**config.mk**
```make
export PLATFORM = sky130hd
export DESIGN_NAME = complete_register_normalizer
export DESIGN_NICKNAME = d
export VERILOG_FILES = /design/src/rtl/edp_pkg.sv /design/src/rtl/fp32_round_pack.sv /design/src/rtl/complete_register_normalizer.sv
export SDC_FILE = /design/constraint.sdc
export NUM_CORES = 2
export LEC_CHECK = 0
export BUFFER_PORTS_ARGS = -buffer_cell sky130_fd_sc_hd__buf_2
export CORE_AREA = 5 5 413 415
export CTS_CLUSTER_DIAMETER = 100
export CTS_CLUSTER_SIZE = 10
export DETAILED_ROUTE_END_ITERATION = 10
export DIE_AREA = 0 0 418 420
export SYNTH_ARGS = -nofsm -noshare
export SYNTH_HDL_FRONTEND = slang
export SYNTH_HIERARCHICAL = 1
export SYNTH_SLANG_ARGS = --single-unit
```
**constraint.sdc**
```tcl
create_clock -name Clk -period 6.5 [get_ports Clk]
set_input_delay 0 -clock Clk [delete_from_list [all_inputs] [get_ports Clk]]
set_output_delay 0 -clock Clk [all_outputs]
set_load 0.01 [all_outputs]
```
**src/rtl/edp_pkg.sv**
```systemverilog
// Shared definitions for the exact-dot-product complete register datapath:
// register geometry helpers, FP32 field constants and the normalizer FSM states.
package edp_pkg;

  localparam int FP32_EXP_W   = 32'sd8;
  localparam int FP32_MAN_W   = 32'sd23;
  localparam int FP32_PREC    = 32'sd24;   // hidden one plus stored mantissa
  localparam int FP32_BIAS    = 32'sd127;
  localparam int FP32_EXP_MAX = 32'sd255;

  typedef enum logic [1:0] {
    IDLE  = 2'd0,
    SCAN  = 2'd1,
    ROUND = 2'd2,
    DONE  = 2'd3
  } normalizer_state_t;

  // Total magnitude width of the complete register.
  function automatic int complete_register_size(input int words, input int word_size);
    return words * word_size;
  endfunction

  // Bit position of the binary point; bit ZERO_POINT-1 carries weight 1.0.
  function automatic int zero_point(input int size);
    return size / 32'sd2;
  endfunction

  // Words kept after the leading word: enough to always hold 24 significant bits
  // plus guard, whatever bit of the leading word the leading one sits in.
  function automatic int window_words(input int word_size);
    return 32'sd1 + (FP32_PREC + word_size - 32'sd1) / word_size;
  endfunction

endpackage

```
**src/rtl/fp32_round_pack.sv**
```systemverilog
// Combinational round-to-nearest-even and FP32 packing of the captured window.
// The window is left-aligned: its top word is the leading nonzero word of the
// register, whose index is i_lead_idx; everything below the window is in i_sticky.
module fp32_round_pack
  import edp_pkg::*;
#(
  parameter int WORD_SIZE  = 8,
  parameter int WIN_BITS   = 32,
  parameter int IDX_W      = 7,
  parameter int ZERO_POINT = 512
) (
  input  logic [WIN_BITS-1:0] i_window,
  input  logic                i_sticky,
  input  logic [IDX_W-1:0]    i_lead_idx,
  input  logic                i_sign,
  input  logic                i_zero,
  output logic [31:0]         o_out,
  output logic                o_overflow,
  output logic                o_underflow,
  output logic                o_inexact
);

  localparam int POS_W = (WORD_SIZE > 1) ? $clog2(WORD_SIZE) : 1;

  logic [WORD_SIZE-1:0]  w_top;
  logic [POS_W-1:0]      w_lead_pos;
  logic [WIN_BITS-1:0]   w_norm;
  logic [FP32_MAN_W-1:0] w_man;
  logic [FP32_MAN_W-1:0] w_man_rnd;
  logic                  w_guard;
  logic                  w_sticky;
  logic                  w_round_up;
  logic                  w_carry;
  int                    w_exp_pre;
  int                    w_exp_post;

  assign w_top = i_window[WIN_BITS-1 -: WORD_SIZE];

  // Position of the most significant one inside the leading word.
  always_comb begin
    w_lead_pos = '0;
    for (int b = 0; b < WORD_SIZE; b++) begin
      w_lead_pos = w_top[b] ? POS_W'(b) : w_lead_pos;
    end
  end

  // Move the leading one to the window MSB; below it lie mantissa, guard, rest.
  assign w_norm     = i_window << (WORD_SIZE - 1 - int'(w_lead_pos));
  assign w_man      = w_norm[WIN_BITS-2 -: FP32_MAN_W];
  assign w_guard    = w_norm[WIN_BITS-1-FP32_PREC];
  assign w_sticky   = i_sticky | (|(w_norm << (FP32_PREC + 1)));
  assign w_round_up = w_guard & (w_sticky | w_man[0]);

  // A carry out leaves the mantissa field at zero, i.e. the next power of two.
  assign {w_carry, w_man_rnd} = {1'b0, w_man} + {{FP32_MAN_W{1'b0}}, w_round_up};

  assign w_exp_pre  = int'(i_lead_idx) * WORD_SIZE + int'(w_lead_pos)
                      + (FP32_BIAS + 32'sd1) - ZERO_POINT;
  assign w_exp_post = w_exp_pre + int'(w_carry);

  // Select the special encodings or the rounded normal result.
  always_comb begin
    o_out       = 32'h0000_0000;
    o_overflow  = 1'b0;
    o_underflow = 1'b0;
    o_inexact   = 1'b0;
    if (i_zero) begin
      o_out = 32'h0000_0000;
    end else if (w_exp_pre <= 32'sd0) begin
      o_out       = {i_sign, 31'd0};
      o_underflow = 1'b1;
      o_inexact   = 1'b1;
    end else if (w_exp_post >= FP32_EXP_MAX) begin
      o_out      = {i_sign, 8'hFF, 23'd0};
      o_overflow = 1'b1;
      o_inexact  = 1'b1;
    end else begin
      o_out     = {i_sign, w_exp_post[FP32_EXP_W-1:0], w_man_rnd};
      o_inexact = w_guard | w_sticky;
    end
  end

endmodule

```
**src/rtl/complete_register_normalizer.sv**
```systemverilog
// Word-serial conversion of the complete register (magnitude + sign) to FP32.
// The register is scanned from the most significant word down, one word per
// cycle; the first nonzero word and the words after it fill a small window,
// later words only contribute to sticky. Latency is fixed at WORDS+2 cycles.
module complete_register_normalizer
  import edp_pkg::*;
#(
  parameter int COMPLETE_REGISTER_WORDS = 128,
  parameter int WORD_SIZE               = 8
) (
  input  logic                                         Clk,
  input  logic                                         Rst,
  input  logic                                         In_Valid,
  output logic                                         In_Ready,
  input  logic [COMPLETE_REGISTER_WORDS*WORD_SIZE-1:0] In_Register,
  input  logic                                         In_Sign,
  output logic                                         Out_Valid,
  input  logic                                         Out_Ready,
  output logic [31:0]                                  Out,
  output logic                                         Overflow,
  output logic                                         Underflow,
  output logic                                         Inexact
);

  localparam int SIZE      = complete_register_size(COMPLETE_REGISTER_WORDS, WORD_SIZE);
  localparam int ZP        = zero_point(SIZE);
  localparam int WIN_WORDS = window_words(WORD_SIZE);
  localparam int WIN_BITS  = WIN_WORDS * WORD_SIZE;
  localparam int IDX_W     = (COMPLETE_REGISTER_WORDS > 1) ? $clog2(COMPLETE_REGISTER_WORDS) : 1;
  localparam int WCNT_W    = $clog2(WIN_WORDS + 1);

  normalizer_state_t   r_state;
  logic [SIZE-1:0]     r_shadow;
  logic                r_sign;
  logic [IDX_W-1:0]    r_cnt;
  logic                r_found;
  logic [IDX_W-1:0]    r_lead_idx;
  logic [WIN_BITS-1:0] r_window;
  logic [WCNT_W-1:0]   r_win_cnt;
  logic                r_sticky;
  logic                r_in_ready;
  logic                r_out_valid;
  logic [31:0]         r_out;
  logic                r_overflow;
  logic                r_underflow;
  logic                r_inexact;

  logic [WORD_SIZE-1:0] w_word;
  logic [WIN_BITS-1:0]  w_word_top;
  logic [WIN_BITS-1:0]  w_ins;
  logic                 w_win_full;
  logic [31:0]          w_out;
  logic                 w_overflow;
  logic                 w_underflow;
  logic                 w_inexact;

  // The shadow shifts up each scan cycle, so the word under examination is
  // always its top word and its index equals r_cnt.
  assign w_word     = r_shadow[SIZE-1 -: WORD_SIZE];
  assign w_word_top = {w_word, {(WIN_BITS-WORD_SIZE){1'b0}}};
  // The window stays left-aligned: unfilled low words are already zero padding.
  assign w_ins      = w_word_top >> (int'(r_win_cnt) * WORD_SIZE);
  assign w_win_full = (r_win_cnt == WCNT_W'(WIN_WORDS));

  fp32_round_pack #(
    .WORD_SIZE  (WORD_SIZE),
    .WIN_BITS   (WIN_BITS),
    .IDX_W      (IDX_W),
    .ZERO_POINT (ZP)
  ) u_round_pack (
    .i_window    (r_window),
    .i_sticky    (r_sticky),
    .i_lead_idx  (r_lead_idx),
    .i_sign      (r_sign),
    .i_zero      (~r_found),
    .o_out       (w_out),
    .o_overflow  (w_overflow),
    .o_underflow (w_underflow),
    .o_inexact   (w_inexact)
  );

  // Conversion FSM: capture, word-serial scan, round/pack register, hold result.
  always_ff @(posedge Clk) begin
    if (Rst) begin
      r_state     <= IDLE;
      r_shadow    <= '0;
      r_sign      <= 1'b0;
      r_cnt       <= '0;
      r_found     <= 1'b0;
      r_lead_idx  <= '0;
      r_window    <= '0;
      r_win_cnt   <= '0;
      r_sticky    <= 1'b0;
      r_in_ready  <= 1'b1;
      r_out_valid <= 1'b0;
      r_out       <= 32'h0000_0000;
      r_overflow  <= 1'b0;
      r_underflow <= 1'b0;
      r_inexact   <= 1'b0;
    end else begin
      case (r_state)
        IDLE: begin
          if (In_Valid) begin
            r_shadow   <= In_Register;
            r_sign     <= In_Sign;
            r_cnt      <= IDX_W'(COMPLETE_REGISTER_WORDS - 1);
            r_found    <= 1'b0;
            r_lead_idx <= '0;
            r_window   <= '0;
            r_win_cnt  <= '0;
            r_sticky   <= 1'b0;
            r_in_ready <= 1'b0;
            r_state    <= SCAN;
          end
        end
        SCAN: begin
          r_shadow <= r_shadow << WORD_SIZE;
          if (!r_found) begin
            if (|w_word) begin
              r_found    <= 1'b1;
              r_lead_idx <= r_cnt;
              r_window   <= w_word_top;
              r_win_cnt  <= WCNT_W'(1);
            end
          end else if (!w_win_full) begin
            r_window  <= r_window | w_ins;
            r_win_cnt <= r_win_cnt + WCNT_W'(1);
          end else begin
            r_sticky <= r_sticky | (|w_word);
          end
          if (r_cnt == '0) begin
            r_state <= ROUND;
          end else begin
            r_cnt <= r_cnt - IDX_W'(1);
          end
        end
        ROUND: begin
          r_out       <= w_out;
          r_overflow  <= w_overflow;
          r_underflow <= w_underflow;
          r_inexact   <= w_inexact;
          r_out_valid <= 1'b1;
          r_state     <= DONE;
        end
        DONE: begin
          if (Out_Ready) begin
            r_out_valid <= 1'b0;
            r_in_ready  <= 1'b1;
            r_state     <= IDLE;
          end
        end
        default: begin
          r_out_valid <= 1'b0;
          r_in_ready  <= 1'b1;
          r_state     <= IDLE;
        end
      endcase
    end
  end

  assign In_Ready  = r_in_ready;
  assign Out_Valid = r_out_valid;
  assign Out       = r_out;
  assign Overflow  = r_overflow;
  assign Underflow = r_underflow;
  assign Inexact   = r_inexact;

endmodule

```
# After elaboration in Yosys (flattened, before gate mapping)

Cells that the tools add are included.

Multiplexer cells: 52
Eq/ne operators: 14
Shift-type cells: 2
Bitwise operators: 6
Order comparisons: 2
$add $sub $neg: 8
Reductions and logical operators: 16

Operators with widths:

| cell                                                 | number |
|---|---|
| case mux 1024 bit (2 select lines)                   | 1 |
| two-way mux 1024 bit                                 | 1 |
| two-way mux 32 bit                                   | 5 |
| case mux 32 bit (2 select lines)                     | 1 |
| two-way mux 31 bit                                   | 2 |
| two-way mux 7 bit                                    | 5 |
| adder 32 x 2 -> 32 bit                               | 1 |
| adder 32 x 9 -> 32 bit, second input constant        | 1 |
| >= comparator 32 x 9 -> 1 bit, second input constant | 1 |
| <= comparator 32 x 1 -> 1 bit, second input constant | 1 |
| OR 32 bit                                            | 1 |
| << shifter 32 x 32 -> 31 bit                         | 1 |
| right shift 32 x 6 -> 32 bit                         | 1 |
| subtractor 32 x 11 -> 32 bit, second input constant  | 1 |
| two-way mux 3 bit                                    | 10 |
| case mux 7 bit (2 select lines)                      | 2 |
| adder 23 x 1 -> 24 bit                               | 1 |
| two-way mux 1 bit                                    | 16 |
| != test 2 bit, second input constant                 | 8 |
| AND reduction 4 bit                                  | 3 |
| adder 10 x 3 -> 11 bit                               | 1 |
| AND reduction 3 bit                                  | 3 |
| case mux 1 bit (2 select lines)                      | 4 |
| case mux 2 bit (4 select lines)                      | 1 |
| other kinds (17)                                     | 28 |

Register bits: 1115
Output and inout port bits: 37

# Depth between registers and ports, before layout

Depth in word-level cells: 19
Gate-level depth with buffers: 25
Depth with buffers taken out: 20

# Hierarchy

The synthesis kept the hierarchy.

Modules (own cells, without submodules):

| module                       | times used | sequential area each (um2) | area an instance (um2) | cells an instance |
|---|---|---|---|---|
| complete_register_normalizer | 1          | 22321.4                    | 47858.4                | 4896 |
| fp32_round_pack              | 1          | 0.0                        | 2496.1                 | 361 |

# Worst setup path after synthesis

Ideal clock, no wire load.

Kind: flip-flop to flip-flop
Start point: reg r_window[30]
End point: reg r_out[16] (netlist: Out[16])
Library setup time: 65 ps
Arrival: 5012 ps
Path buffers: 4
Stages on the path, launching flop included: 24
Setup slack: 1422 ps
Period minus slack after synthesis: 5078 ps
Cells stage by stage: dfxtp_1 > buf_6 > or2_1 > buf_6 > a21oi_4 > nor2_4 > a22o_1 > a221oi_1 > nand4_1 > or4_1 > nor3_1 > ha_1 > clkbuf_1 > o21ai_0 > nor4_1 > nand2_1 > a211oi_1 > a41o_1 > o41a_1 > nand2b_1 > clkbuf_1 > nor3_1 > mux2i_1 > nor2_1

Longest elaborated chain between the ends: 14
Elaborated cells between the ends (all ways): 18

Ends and longest elaborated chain:

| item                                                            | RTL line                            | text |
|---|---|---|
| from (decl)                                                     | complete_register_normalizer.sv:38  | `logic [WIN_BITS-1:0] r_window;` |
| from (signal assigned)                                          | complete_register_normalizer.sv:122 | `r_window <= w_word_top;` |
| from (signal assigned)                                          | complete_register_normalizer.sv:126 | `r_window <= r_window \| w_ins;` |
| branches (longest 12 deep; another with adder 32 x 9 -> 32 bit) | -                                   |  |
| two-way mux 31 bit (*)                                          | fp32_round_pack.sv:69               | `end else if (w_exp_pre <= 32'sd0) begin` |
| two-way mux 32 bit (*)                                          | fp32_round_pack.sv:67               | `if (i_zero) begin` |
| named net w_out[16]                                             | complete_register_normalizer.sv:52  | `logic [31:0] w_out;` |
| to (signal assigned)                                            | complete_register_normalizer.sv:138 | `r_out <= w_out;` |
| to (decl)                                                       | complete_register_normalizer.sv:43  | `logic [31:0] r_out;` |

Mark *: on every way through the listed nets, which the timed path passes.
A chain may end at the register's enable or synchronous reset.

# Worst setup path after layout

Start point: reg r_window[31]
End point: reg r_out[16] (netlist: Out[16])

Longest elaborated chain between the ends: 13
Elaborated cells between the ends (all ways): 17

Ends and longest elaborated chain:

| item                                                            | RTL line |
|---|---|
| branches (longest 11 deep; another with adder 32 x 9 -> 32 bit) | - |
| two-way mux 31 bit (*)                                          | fp32_round_pack.sv:69 |
| two-way mux 32 bit (*)                                          | fp32_round_pack.sv:67 |
| named net w_out[16]                                             | complete_register_normalizer.sv:52 |

Marked as above.

==> out/results.ini <==
[power_and_ir_drop]
powerDensity_nw_per_um2=437.9
finalPower_mw=31.36
intPower_mw=18.97
clkPwrFrac_pct=21.2
switching_share_pct=39.50
ir_worst_vdd_v=0.0004485
switching_power_mw=12.39
leakagePower_nw=27.91
seqPwrFrac_pct=35.7
combPwrFrac_pct=43.0

[clock_network]
path_clk_slew_ps=60
cts_buffer_depth=3
cts_tree=done
clock-sinks=1115
cts_inserted_buffers=131
clockRootBuffer=clkbuf_16
clk_latency_ps=760
h-tree-depth=4

[logic_synthesis]
async_flop_share_pct=0
ys_seq_elements=1115
synth_top_area_share_pct=44.33
synth_top_family_by_area=multiplexers
synth_cell_types=96
synth_xor_area_share_pct=0.2609
synth-compound-area-share_pct=18.65
syn_avg_cell_area_sq_um=9.579
syn_inst=5257
synth_top_cell_by_area=dfxtp_1
synthAdderAreaFrac_pct=0.3479
synth_edf_count=0
muxShareOfSynthArea_pct=21.19
synth_area_sq_um=50350
syn-num-nets=6300
ys.flop_type=dfxtp_1
synth-simple-area-share_pct=10.51
synth_warnings=6
synth_area_leaders=dfxtp_1 (44%), mux2i_1 (21%), a211oi_1 (15%), nor2_1 (8.2%), buf_2 (2.4%)
ys_seq_area_share_pct=44.33

[sta]
worst_pin_slew_ps=1232
max_freq_mhz=166.5
rsz0062_at_grt=false
slew_headroom_pct=17.90
finClkSkew_ps=33.83
drv_slew=0
hold_viol_final=0
period_minus_slack_ps=6006
finalSetupViolCount=0
fin_crit_sh_pct=92.39

[finish]
nets=8149
final_cells=9405
drive_gt1_share_pct=18.89
stdcell_area_sq_um=71620
n_fill_cell=15700
syn_to_final_growth_pct=42.23

[grt]
grt.overflow.total=0
grt_max_degree=225
grt_pass1_vias=47570
grt_util_all_layers_pct=20.10
grt_pass1_wl_mm=278.3
antenna_found_initial=70

[route]
drt_pass1_iterations=6
drt-wirelength-per-cell_um=19.91
drc=0
drt_wl_total_mm=187.3
viasPerCell=5.031
drt_iter0_drc=3490
postRouteAntennaNets=0
vias=47310

[worst_setup_path]
path_class=reg2reg
rr_worst_depth=21
worstPathMaxFanout=21
endpoint_kind=register
cp-start-kind=register
arrival_ps=6700
required_ps=7190

[flow_run]
max-cap-violations=0

[placed_design]
portBuffers=1065
post_dp_cell_area_sq_um=56930
dp_cells=8094
gp_congestion=0.8854
dp_hpwl_mm=124.9

[floorplanning]
io_pins=1066
coreArea_sq_um=166300
fp.dieH_um=420
rows=150
initial_core_util_pct=30.28
die_x_um=418
die-area_sq_um=175600

[run_status]
run_status=finished clean

[worst_hold_path]
whs_path_depth=4
hold_path_class=in2reg

-- stage by stage --
stage	hold slack [ps]	util, %	TNS, ps	setup slack, ps
after floorplan	128.6	-	0	1422
after global placement	246.6	34.24	-5754	-344.4
after detailed placement	246.2	34.24	-5401	-325.8
after CTS	27.72	42.92	0	126.8
after global routing	85.78	43.06	0	50.29
final	126.4	43.07	0	494.5
-- layer usage --
metal | wire, um | track usage (%)
met1 | 77910 | 24.47
met2 | 90740 | 33.87
met3 | 10550 | 4.576
met4 | 8054 | 9.085
met5 | 24 | 0
-- final timing paths --
check | start | end | slack, ps
setup reg to reg | r_window[31]$_SDFFE_PP0P_ | Out[16]$_SDFFE_PP0P_ | 490
hold / removal | In_Register[151] | r_shadow[151]$_SDFFE_PP0P_ | 130
setup / recovery | r_window[31]$_SDFFE_PP0P_ | Out[16]$_SDFFE_PP0P_ | 490
hold reg to reg | Out[18]$_SDFFE_PP0P_ | Out[18]$_SDFFE_PP0P_ | 490
-- state kept, by name (all words and copies together), names as in the netlist --
name        flops
Out            32
r_win_cnt       3
r_sign          1
r_sticky        1
Underflow       1
In_Ready        1
Overflow        1
r_window       32
r_shadow     1024
Out_Valid       1
r_state         2
r_found         1
r_lead_idx      7
r_cnt           7
Inexact         1
-- Yosys cell counts (4+ instances only) --
library cell / instances
buf_6: 5
nand2_1: 37
a32oi_1: 11
xnor2_1: 13
nor2b_1: 9
buf_2: 239
o211ai_1: 4
nor2_1: 1102
o21ai_0: 14
nand3_1: 13
nor4_1: 6
a32o_1: 9
a21o_1: 5
and3_1: 5
dfxtp_1: 1115
a221oi_1: 5
or3_1: 5
a31oi_1: 21
a2111oi_2: 7
buf_4: 15
nor4_2: 7
clkbuf_1: 222
buf_1: 17
a22o_1: 16
nand3b_1: 5
a21oi_1: 38
a22oi_1: 11
o221ai_1: 4
mux2_2: 4
a2bb2oi_1: 5
a31o_2: 4
nand2b_1: 7
nand4_1: 4
mux2i_1: 1057
ha_1: 14
nor3_1: 38
inv_1: 30
a211oi_1: 1027
and2_1: 17
o22ai_1: 8
-- power by group through the flow --
stage          Clock [mW]  Combinational [mW]  Sequential (mW)
2_1_floorplan           0                10.4             10.6
3_5_place_dp            0                12.6             11.2
3_3_place_gp            0                12.3             11.2
5_1_grt              7.12                14.8             11.5
6_report             6.66                13.5             11.2
4_1_cts              6.86                13.3             11.1
-- cell families after synthesis --
logic type | after synthesis
simple gates | 1286
compound gates | 1234
flops | 1115
mux | 1064
buf+inv | 529
xor+xnor | 15
fa+ha+maj | 14
-- what timing repair did --
action,CTS,global route
setup endpoints to repair,21,25
buffers inserted,0,3
gates resized for setup,4,6
hold buffers,1080,0
pin swaps,0,1
endpoints found under the hold margin,1039,0
-- critical path, stage by stage (launching register included) --
cell       delay, ps
dfxtp_1          420
buf_4            250
a21oi_2          330
buf_4            260
buf_4            150
a32oi_1          220
o2bb2ai_1        230
a221oi_2         290
nand3b_2         280
or4_1            630
nor3_2           380
ha_1             360
o21ai_1          230
nor4_2           240
nand2_1           90
a211oi_1         260
a41o_1           290
o41a_1           370
nand2b_4         200
nor3_1           250
mux2i_1          100
nor2_1           100
-- cells in the final DEF (no fill, tap or decap), types with 6 or more instances in the layout --
master / instances
a211oi_1: 1027
a22o_1: 16
dfxtp_1: 1115
and2_1: 17
a31oi_1: 21
nor2b_1: 8
buf_12: 18
nor2_1: 1101
o22ai_1: 8
a21oi_1: 38
xnor2_1: 13
a32o_1: 9
ha_1: 12
inv_1: 30
nand2b_1: 6
buf_2: 1064
nand3_1: 13
a32oi_1: 11
a2111oi_2: 7
buf_4: 51
a22oi_1: 11
mux2i_1: 1057
dlygate4sd3_1: 1080
nand2_1: 37
clkbuf_16: 132
diode_2: 76
o21ai_0: 13
nor4_2: 7
nor3_1: 37
-- final cells by class --
type	instances	area, sq um	share of cell area (%)
Clock inverter	18	291.5	0.4070
Antenna cell	76	190.2	0.2655
Sequential cell	1115	22320	31.17
Clock buffer	134	3321	4.636
Inverter	31	116.4	0.1625
Timing Repair Buffer	2214	16890	23.59
Multi-Input combinational cell	3613	25730	35.92
Tap cell	2204	2758	3.850
Note: power is estimated with default switching activity, not from simulation.
